[src/rtl/shift_sequencer.sv]
// Multi-cycle shifter for register-specified amounts: LSL/LSR/ASR/ROR, up to STEP bits per cycle,
// with a valid/ready request side and a held result until the consumer takes it.
module shift_sequencer #(
    parameter int WIDTH = 32,
    parameter int STEP  = 4
) (
    input  logic             clk,
    input  logic             reset,
    input  logic             req_valid,
    output logic             req_ready,
    input  logic [WIDTH-1:0] req_data,
    input  logic [7:0]       req_amount,
    input  logic [1:0]       req_type,
    output logic             resp_valid,
    input  logic             resp_ready,
    output logic [WIDTH-1:0] resp_data,
    output logic             resp_carry,
    output logic             busy
);

    localparam int CNT_W = $clog2(WIDTH + 2);
    localparam int IDX_W = (WIDTH > 1) ? $clog2(WIDTH) : 1;

    localparam logic [1:0] S_IDLE  = 2'd0;
    localparam logic [1:0] S_SHIFT = 2'd1;
    localparam logic [1:0] S_DONE  = 2'd2;

    localparam logic [1:0] TY_LSL = 2'b00;
    localparam logic [1:0] TY_LSR = 2'b01;
    localparam logic [1:0] TY_ASR = 2'b10;
    localparam logic [1:0] TY_ROR = 2'b11;

    // Logical shifts run one step past WIDTH so the carry drains to 0; ASR saturates at all-sign.
    function automatic logic [CNT_W-1:0] eff_amount(input logic [7:0] amt, input logic [1:0] typ);
        int a;
        a = int'(amt);
        case (typ)
            TY_ROR:  a = a % WIDTH;
            TY_ASR:  if (a > WIDTH) a = WIDTH;
            default: if (a > WIDTH + 1) a = WIDTH + 1;
        endcase
        return CNT_W'(a);
    endfunction

    function automatic logic [CNT_W-1:0] step_size(input logic [CNT_W-1:0] rem);
        if (int'(rem) > STEP) return CNT_W'(STEP);
        return rem;
    endfunction

    logic [1:0]              state_q, state_d;
    logic [WIDTH-1:0]        acc_q, acc_d;
    logic                    carry_q, carry_d;
    logic [1:0]              type_q, type_d;
    logic [CNT_W-1:0]        rem_q, rem_d;

    logic                    accept;
    logic [CNT_W-1:0]        eff;
    logic [CNT_W-1:0]        s_amt;
    int                      s_int;
    logic [IDX_W-1:0]        lsl_idx;
    logic [IDX_W-1:0]        rsh_idx;
    logic signed [WIDTH-1:0] acc_s;
    logic [WIDTH-1:0]        sh_res;
    logic                    sh_carry;

    assign req_ready  = (state_q == S_IDLE);
    assign resp_valid = (state_q == S_DONE);
    assign busy       = (state_q == S_SHIFT) || (state_q == S_DONE);
    assign resp_data  = acc_q;
    assign resp_carry = carry_q;
    assign accept     = req_valid & req_ready;

    always_comb begin
        s_amt   = step_size(rem_q);
        s_int   = int'(s_amt);
        lsl_idx = IDX_W'(WIDTH - s_int);
        rsh_idx = IDX_W'(s_int - 1);
        acc_s   = acc_q;
        sh_res  = acc_q;
        sh_carry = 1'b0;
        case (type_q)
            TY_LSL: begin
                sh_res   = acc_q << s_amt;
                sh_carry = acc_q[lsl_idx];
            end
            TY_LSR: begin
                sh_res   = acc_q >> s_amt;
                sh_carry = acc_q[rsh_idx];
            end
            TY_ASR: begin
                sh_res   = acc_s >>> s_amt;
                sh_carry = acc_q[rsh_idx];
            end
            default: begin
                sh_res   = (acc_q >> s_amt) | (acc_q << (WIDTH - s_int));
                sh_carry = acc_q[rsh_idx];
            end
        endcase
    end

    always_comb begin
        state_d = state_q;
        acc_d   = acc_q;
        carry_d = carry_q;
        type_d  = type_q;
        rem_d   = rem_q;
        eff     = eff_amount(req_amount, req_type);
        case (state_q)
            S_IDLE: begin
                if (accept) begin
                    acc_d   = req_data;
                    type_d  = req_type;
                    rem_d   = eff;
                    carry_d = 1'b0;
                    if (eff == '0) begin
                        state_d = S_DONE;
                        // A full-turn rotate still reports bit WIDTH-1 as the rotated-out bit.
                        if (req_type == TY_ROR && req_amount != 8'd0) carry_d = req_data[WIDTH-1];
                    end else begin
                        state_d = S_SHIFT;
                    end
                end
            end
            S_SHIFT: begin
                acc_d   = sh_res;
                carry_d = sh_carry;
                rem_d   = rem_q - s_amt;
                if (rem_q == s_amt) state_d = S_DONE;
            end
            S_DONE: begin
                if (resp_ready) begin
                    state_d = S_IDLE;
                    acc_d   = '0;
                    carry_d = 1'b0;
                end
            end
            default: state_d = S_IDLE;
        endcase
    end

    always_ff @(posedge clk or posedge reset) begin
        if (reset) begin
            state_q <= S_IDLE;
            acc_q   <= '0;
            carry_q <= 1'b0;
            type_q  <= TY_LSL;
            rem_q   <= '0;
        end else begin
            state_q <= state_d;
            acc_q   <= acc_d;
            carry_q <= carry_d;
            type_q  <= type_d;
            rem_q   <= rem_d;
        end
    end

endmodule

[config.mk]
export PLATFORM = sky130hd
export DESIGN_NAME = shift_sequencer
export DESIGN_NICKNAME = d
export VERILOG_FILES = /design/src/rtl/shift_sequencer.sv
export SDC_FILE = /design/constraint.sdc
export NUM_CORES = 1
export LEC_CHECK = 0
export ABC_AREA = 1
export BUFFER_PORTS_ARGS = -buffer_cell sky130_fd_sc_hd__buf_2
export CORE_ASPECT_RATIO = 1.2
export CORE_MARGIN = 2
export CORE_UTILIZATION = 30
export CTS_CLUSTER_SIZE = 40
export DETAILED_ROUTE_END_ITERATION = 8
export GPL_TIMING_DRIVEN = 0
export PLACE_DENSITY = 0.5
export SETUP_SLACK_MARGIN = 0.02
export SLEW_MARGIN = 20
export SYNTH_ARGS = -nofsm -noshare
export SYNTH_HDL_FRONTEND = slang
export SYNTH_SLANG_ARGS = --single-unit
[constraint.sdc]
create_clock -name clk -period 3.9 [get_ports clk]
set_clock_uncertainty 0.2 [all_clocks]
set_input_delay 0.78 -clock clk [delete_from_list [all_inputs] [get_ports clk]]
set_output_delay 0.78 -clock clk [all_outputs]
set_load 0.05 [all_outputs]
==> flow_metrics.tcl, run 1 <==
set metrics [dict create \
    critical_path_class "flip-flop to flip-flop" \
    coreArea_um2 18000 \
    fp.dieW_um 127 \
    row_count 54 \
    drt-pass1-iter-count 5 \
    ant_nets 0 \
    critPathSlowestCell "dfrtp_1" \
    area_growth_pct 16.5 \
    synth_cell_types 42 \
    antennaDiodeCount 0 \
    gp_congestion 1.02 \
    endpoint_kind "flip-flop" \
    wirelength_um 29400 \
    rr_worst_depth 15 \
    die_h_um 152 \
    grt_pass1_wl_um 43100 \
    start_util 0.303 \
    drc_errors 0 \
    setup_viol 0 \
    finalWorstPathRequiredPeriod_ps 3680 \
    htreeDepth 2 \
    grt_max_degree 26 \
    drive_gt1_frac 0.130 \
    worstReg2RegEnd "resp_data[24]" \
    cts_buffer_depth 2 \
    fin_hold_ws_ps 286 \
    syn_area_um2 5450 \
    slowest_delay_ps 460 \
    ys.flop_type "dfrtp_1" \
    track_usage 0.305 \
    port_buffers 81 \
    drtIter0Drc 628 \
    synth_nets 1037 \
    clk_latency_ps 310 \
    required_ps 3930 \
    viasPerCell 5.56 \
    reg2reg_slack_ps 220 \
    min_path_type "primary input to async pin" \
    crit_chain "nor2_4, nand2_4, nor2_8, inv_2, buf_6, buf_2, ha_2, clkbuf_2, nor2_1, nand3_1, nand2_1, nand3_1, o21ai_1, nand3_1, a21boi_0" \
    yosysMostFrequentCell "nand2_1" \
    vias 7222 \
    cap_viol_max_count 0 \
    cts_tree "done" \
    syn_inst 984 \
    rsz0062_at_grt "false" \
    cts_buffers 5 \
    utilization 0.354 \
    multi_input_area_um2 3720 \
    synth_edf_count 0 \
    synth_top_area_frac 0.239 \
    total_power_uw 7230 \
    nets 1127 \
    status "finished clean" \
    timing.final.crit_share 0.944 \
    grt_pass1_vias 6820 \
    antenna_found_initial 0 \
    tightest_slew_ps 926 \
    synth-seq-cells 43 \
    cts_sinks 43 \
    crit_path_max_fanout 11 \
    critPathLaunchType "flip-flop" \
    rr_startpoint "rem_q[3]" \
    slew_headroom 0.383 \
    async_flop_share 1.00 \
    max_freq_mhz 271 \
    synth_area_per_cell_um2 5.54 \
    wl_per_cell_um 22.6 \
    cp_common_cell "nand3_1" \
    clkTransAtPathRegs_ps 70 \
    synth_area_leaders "nand2_1 (24%), dfrtp_1 (20%), nand3_1 (8.3%), o21ai_0 (8.0%), inv_1 (7.1%)" \
    gr-total-overflow 0 \
    worst_ep_arrival_time_ps 3710 \
    synth_common_cells "nand2_1 (347), inv_1 (103), nand3_1 (90)" \
    ys_seq_area_frac 0.197 \
    tns_ps 0 \
    powerDensity_nw_per_um2 1140 \
    yosysWarnings 0 \
    regArea_um2 1080 \
    io_pins 82 \
    yosys.area.top_type "nand2_1" \
    fill_cells 2126 \
    leakagePower_uw 0.00325 \
    hold_viol_final 0 \
    place_hpwl_um 23100 \
    irDropWorstVdd_mv 0.447 \
    root_buffer "clkbuf_16" \
    slew_violations 0 \
    dieArea_um2 19300 \
]
metal layers:
layer	track usage	routed length, µm	up-vias
met5	0	0	-
met4	0.141	1430	0
met3	0.0509	2190	91
met2	0.505	13500	369
met1	0.388	12300	3343
li1	-	-	3419
final cells by class:
type                       instances  share of cell area
buffer                            50              0.0374
clock inverter                     2             0.00551
inverter                         111              0.0667
multi-input combinational        779               0.586
timing repair buffer              84              0.0693
clock buffer                       6              0.0219
sequential                        43               0.169
tap                              224              0.0441
placed cells by master (no fill, tap or decap), types with 24 or more instances in the layout:
cell type	Yosys	routed
nand2_1	347	347
clkbuf_1	29	24
inv_1	103	102
o21ai_0	87	86
nor2_1	49	49
nand3_1	90	90
a21oi_1	66	66
buf_2	15	97
dfrtp_1	43	43
o21ai_1	31	32
where the power goes:
group          internal, µW  switching (µW)
clock network           320             216
logic                  1470            4360
registers               686             179
per-stage QoR:
step,worst slack (ps),area (µm²),cells
CTS,2.79,6350,1298
global placement,-665,6140,1289
finish,217,6350,1299
detailed placement,-621,6160,1290
global route,49.3,6350,1299
floorplan,736,5450,984
sequential cells by signal (all words and copies together) (netlist names):
name,count
rem_q,6
resp_carry,1
resp_data,32
state_q,2
type_q,2
critical path, delay by kind of cell (launching register included):
kind	cells	cell delay, ps
flops	1	460
compound gates	2	410
buf+inv	4	720
simple gates	8	1350
fa+ha+maj	1	420
timing repair:
action,in CTS,in global routing
hold buffers,0,0
buffers inserted,1,1
setup endpoints to repair,24,18
pin swaps,2,1
gates resized for setup,6,3
kinds of logic (layout without fill, tap and decap cells):
kind of cell	count (synthesis)	in the layout	synth area share
AND/OR/NAND/NOR	523	523	0.408
buffers and inverters	162	253	0.121
other	1	1	0.000688
adder cells (fa/ha/maj)	7	7	0.0161
flip-flops	43	43	0.197
AO/OA/AOI/OAI	248	248	0.258
worst max path at each step:
| stage | startpoint | end | slack [ps] |
|---|---|---|---|
| floorplan | rem_q[3] | resp_data[28] | 740 |
| global placement | rem_q[4] | resp_data[30] | -670 |
| detailed placement | rem_q[3] | resp_data[30] | -620 |
| CTS | rem_q[2] | resp_data[30] | 3 |
| global route | rem_q[3] | resp_data[28] | 50 |
| finish | rem_q[3] | resp_data[24] | 220 |
(Power assumes the default switching activity.)
==> run 2: changes to the inputs <==
- ABC_AREA: 1 -> not set
- TNS_END_PERCENT: not set -> 10
==> run 2 against run 1 <==
Net effect: cell count decreased by 16%; global-route usage is 0.70 points higher; synthesized cell count decreased by 24%; sequential share of layout area shrank 1.5 points; die area rose by 9.5%; utilization rose by 0.34 points; critical endpoint is now resp_data[26].
==> flow_metrics.tcl, run 2 <==
set metrics [dict create \
    synth_edf_count 0 \
    final_common_cell "buf_2" \
    cts_buffers 5 \
    tightest_slew_ps 1060 \
    drc_errors 0 \
    rsz0062_at_grt "true" \
    synth-seq-cells 43 \
    row_count 56 \
    synth_common_cells "a21oi_1 (74), nand2_1 (74), clkbuf_1 (70)" \
    slew_headroom 0.295 \
    slew_violations 0 \
    vias 7333 \
    min_path_type "primary input to async pin" \
    cts_tree "done" \
    synth_area_leaders "dfrtp_1 (18%), mux4_2 (17%), a21oi_1 (6.2%), nand2_1 (4.6%), clkbuf_1 (4.4%)" \
    setup_viol 0 \
    fp.dieW_um 133 \
    grt_pass1_vias 7052 \
    crit_path_max_fanout 11 \
    ant_nets 0 \
    yosysWarnings 0 \
    path_depth 12 \
    cts_sinks 43 \
    dieArea_um2 21100 \
    clkTransAtPathRegs_ps 70 \
    syn_inst 745 \
    endpoint_kind "flip-flop" \
    path_buf_inv 5 \
    crit_family "buffers and inverters" \
    mostFrequentLayoutCells "buf_2 (95), nand2_1 (74), a21oi_1 (74)" \
    dp_cells 1088 \
    hold_viol_final 0 \
    synth_area_per_cell_um2 8.03 \
    gp_congestion 1.01 \
    gr-total-overflow 0 \
    status "finished clean" \
    drtIter0Drc 996 \
    finalWorstPathRequiredPeriod_ps 3830 \
    antenna_found_initial 0 \
    start_util 0.306 \
    wl_per_cell_um 30.7 \
    cap_viol_max_count 0 \
    nets 884 \
    antennaDiodeCount 0 \
    yosys.area.top_type "dfrtp_1" \
    final_cells 1093 \
    track_usage 0.312 \
    ys_seq_area_frac 0.180 \
    drt-pass1-iter-count 5 \
    critical_path_class "flip-flop to flip-flop" \
    synth_nets 798 \
    fill_cells 2106 \
    postCtsHoldBufs 0 \
    max_freq_mhz 261 \
    utilization 0.357 \
    root_buffer "clkbuf_16" \
    htreeDepth 2 \
    port_buffers 81 \
    grt_max_degree 24 \
    die_h_um 159 \
    multi_input_area_um2 4460 \
    worst_ep_arrival_time_ps 3820 \
    drive_gt1_frac 0.226 \
    async_flop_share 1.00 \
    critPathSlowestCell "or4_4" \
    coreArea_um2 19500 \
    synth_top_area_frac 0.180 \
    required_ps 3890 \
    regArea_um2 1080 \
    ys.flop_type "dfrtp_1" \
    wirelength_um 33600 \
    synth_cell_types 69 \
    timing.final.crit_share 0.981 \
    slowest_delay_ps 610 \
    place_hpwl_um 24100 \
    crit_chain "or4_4, nor2_8, inv_6, buf_12, clkbuf_4, ha_4, inv_1, buf_6, mux4_2, a21oi_1, o211ai_1, a221o_1" \
    cts_buffer_depth 2 \
    io_pins 82 \
    clk_latency_ps 310 \
    viasPerCell 6.71 \
    area_growth_pct 16.6 \
    syn_area_um2 5990 \
    critPathLaunchType "flip-flop" \
    largest_reg_flops 32 \
    grt_pass1_wl_um 48600 \
    rr_worst_depth 12 \
]
==> run 2: cell count changes after synthesis, moves of 26 or more <==
cell / previous run / this run
clkbuf_1: 29 / 70
inv_1: 103 / 12
mux2i_1: 0 / 26
mux4_2: 0 / 45
nand2_1: 347 / 74
nand3_1: 90 / 19
nor3b_1: 0 / 26
o21ai_0: 87 / 50
o21ai_1: 31 / 3
==> run 2: cell type report <==
class / instances / area share
Inverter: 16 / 0.0109
Buffer: 95 / 0.0615
Timing Repair Buffer: 83 / 0.0620
Clock inverter: 2 / 0.00502
Multi-Input combinational cell: 587 / 0.640
Clock buffer: 6 / 0.0199
Tap cell: 261 / 0.0468
Sequential cell: 43 / 0.154
==> run 2: worst paths after layout <==
path,slack (ps),startpoint,to
max in group asynchronous,2670,reset,resp_data[7]
setup / recovery,70,rem_q[5],resp_data[26]
setup reg to reg,70,rem_q[5],resp_data[26]
hold reg to reg,420,state_q[1],state_q[1]
hold / removal,310,reset,resp_data[30]
min in group clk,420,state_q[1],state_q[1]
==> run 2: metrics by stage <==
stage	TNS, ps	hold WS [ps]	area, µm²	setup WS [ps]
finish	0	307	6980	73.1
global route	-13.9	361	6980	-13.9
CTS	0	333	6970	12.6
detailed placement	-38230	400	6740	-2000
global placement	-39830	401	6720	-2060
floorplan	0	333	5990	50.6
==> run 2: logic make-up (layout without fill, tap and decap cells) <==
group,Yosys count,after routing,share of synthesized area
compound gates,258,258,0.282
simple gates,238,238,0.203
buf+inv,115,202,0.0805
mux,81,81,0.237
flops,43,43,0.180
fa+ha+maj,7,7,0.0146
xor+xnor,2,2,0.00293
other cells,1,1,0.000626
==> run 2: what timing repair did <==
action                     4_1_cts  5_1_grt
pin swaps                        1        1
setup buffers                    1        0
gates resized for setup         22       12
setup endpoints to repair       27       12
gates cloned                     0        0
==> run 2: routing by layer <==
metal	vias to the layer above	wire length, µm	part of all wire	global-route usage
met3	153	3440	0.10	0.0635
met2	587	15000	0.45	0.488
met5	-	0	0	0
met1	3545	12700	0.38	0.391
li1	3048	-	-	-
met4	0	2490	0.074	0.192
Power of run 2 is left out: the tool's default activity adds up to more than one toggle a clock period on the data nets, which glitch-free logic cannot reach.
==> run 3: changes to the inputs <==
- CORE_MARGIN: 2 -> not set
- SKIP_LAST_GASP: not set -> 1
==> run 3 against run 2 <==
Net effect: the run now ends with negative setup slack left; count of clock-buffer cells in the layout rose by 1; die area fell by 2.7%; highest routed layer unchanged; critical path depth did not move; largest cell class unchanged; maximum frequency fell by 4.9%; first-iteration DRC count rose by 0.80%.
==> flow_metrics.tcl, run 3 (synthesis gave the netlist of run 2 again) <==
set metrics [dict create \
    hold_viol_final 0 \
    antennaDiodeCount 0 \
    final_area_um2 6940 \
    clkTransAtPathRegs_ps 70 \
    path_buf_inv 5 \
    dp_cells 1088 \
    endpoint_kind "flip-flop" \
    htreeDepth 2 \
    max_freq_mhz 249 \
    grt_pass1_vias 7022 \
    drc_errors 0 \
    clk_latency_ps 310 \
    crit_family "buffers and inverters" \
    grt_max_degree 24 \
    slew_violations 0 \
    worst_ep_arrival_time_ps 4020 \
    slowest_delay_ps 590 \
    drtIter0Drc 1004 \
    final_cells 1093 \
    regArea_um2 1080 \
    cts_buffer_depth 2 \
    mostFrequentLayoutCells "buf_2 (94), nand2_1 (74), a21oi_1 (73)" \
    critPathLaunchType "flip-flop" \
    gp_congestion 1.00 \
    setup_slack_ps -123 \
    cap_viol_max_count 0 \
    cp_common_cell "clkbuf_4" \
    fill_cells 2065 \
    dieArea_um2 20500 \
    violations "negative setup slack" \
    drt-pass1-iter-count 5 \
    status "finished with violations" \
    port_buffers 81 \
    root_buffer "clkbuf_16" \
    dpl_cell_area_um2 6740 \
    gr-total-overflow 0 \
    setup_viol 5 \
    rr_startpoint "rem_q[4]" \
    required_ps 3890 \
    finalWorstPathRequiredPeriod_ps 4020 \
    ant_nets 0 \
    crit_chain "or4_4, nor2_8, inv_6, buf_12, clkbuf_4, ha_4, inv_1, clkbuf_4, mux4_1, o21ai_0, nand4_1, a221o_1" \
    antenna_found_initial 0 \
    critPathSlowestCell "or4_4" \
    cts_buffers 5 \
    start_util 0.306 \
    track_usage 0.330 \
    setup.worst_path.start "rem_q[4]" \
    grt_pass1_wl_um 48000 \
    die_h_um 157 \
    fp.dieW_um 131 \
    tightest_slew_ps 1050 \
    vias 7351 \
    wirelength_um 33000 \
    min_path_type "primary input to async pin" \
    wl_per_cell_um 30.2 \
    place_hpwl_um 23600 \
    drive_gt1_frac 0.220 \
    nets 884 \
    cts_sinks 43 \
    largest_reg_flops 32 \
    viasPerCell 6.73 \
    cts_tree "done" \
    area_growth_pct 15.9 \
    final_common_cell "buf_2" \
    slew_headroom 0.299 \
    io_pins 82 \
    tns_ps -286 \
    critical_path_class "flip-flop to flip-flop" \
    multi_input_area_um2 4460 \
    rsz0062_at_grt "true" \
    timing.final.crit_share 1.03 \
    crit_path_max_fanout 11 \
    row_count 56 \
    coreArea_um2 19500 \
]
[run 3: timing repair]
item                                    CTS  global route
cloned                                    0             0
buffers inserted                          1             0
endpoints found under the setup margin   27            11
gates resized for setup                  18             4
hold buffers                              0             0
pin swaps                                 1             0
[run 3: stage by stage]
step           setup slack [ps]  utilization  hold WS, ps
4_1_cts                    -122        0.354          331
3_5_place_dp              -2080        0.345          398
3_3_place_gp              -2200        0.344          393
6_report                   -123        0.355          301
5_1_grt                    -150        0.355          366
2_1_floorplan              50.6            -          333
[run 3: routing by layer]
layer	vias to the layer above	part of all wire	GRT usage
li1	3038	-	-
met1	3579	0.38	0.424
met2	588	0.44	0.499
met3	146	0.11	0.0639
met4	0	0.073	0.213
met5	-	0	0
[run 3: layout make-up]
class / instances / share of cell area
Timing Repair Buffer: 83 / 0.0624
Buffer: 95 / 0.0610
Multi-Input combinational cell: 587 / 0.643
Tap cell: 261 / 0.0471
Clock buffer: 7 / 0.0191
Inverter: 16 / 0.0110
Clock inverter: 1 / 0.000722
Sequential cell: 43 / 0.155
[run 3: final timing paths]
kind,to,slack (ps),depth (start not counted)
setup / recovery,resp_data[22],-120,12
hold / removal,resp_data[26],300,2
setup reg to reg,resp_data[22],-120,12
hold reg to reg,state_q[1],420,2
max in group asynchronous,rem_q[1],2660,3
min in group clk,state_q[1],420,2
[run 3: worst reg2reg max path, delay by kind of cell, from the launching register on]
family / cells / cell delay (ps)
AOI/OAI and AO/OA: 2 / 730
adders and majority gates: 1 / 330
buffers and inverters: 5 / 920
DFF: 1 / 470
muxes: 1 / 360
and+or+nand+nor: 3 / 880
Power of run 3 is left out for the same reason.
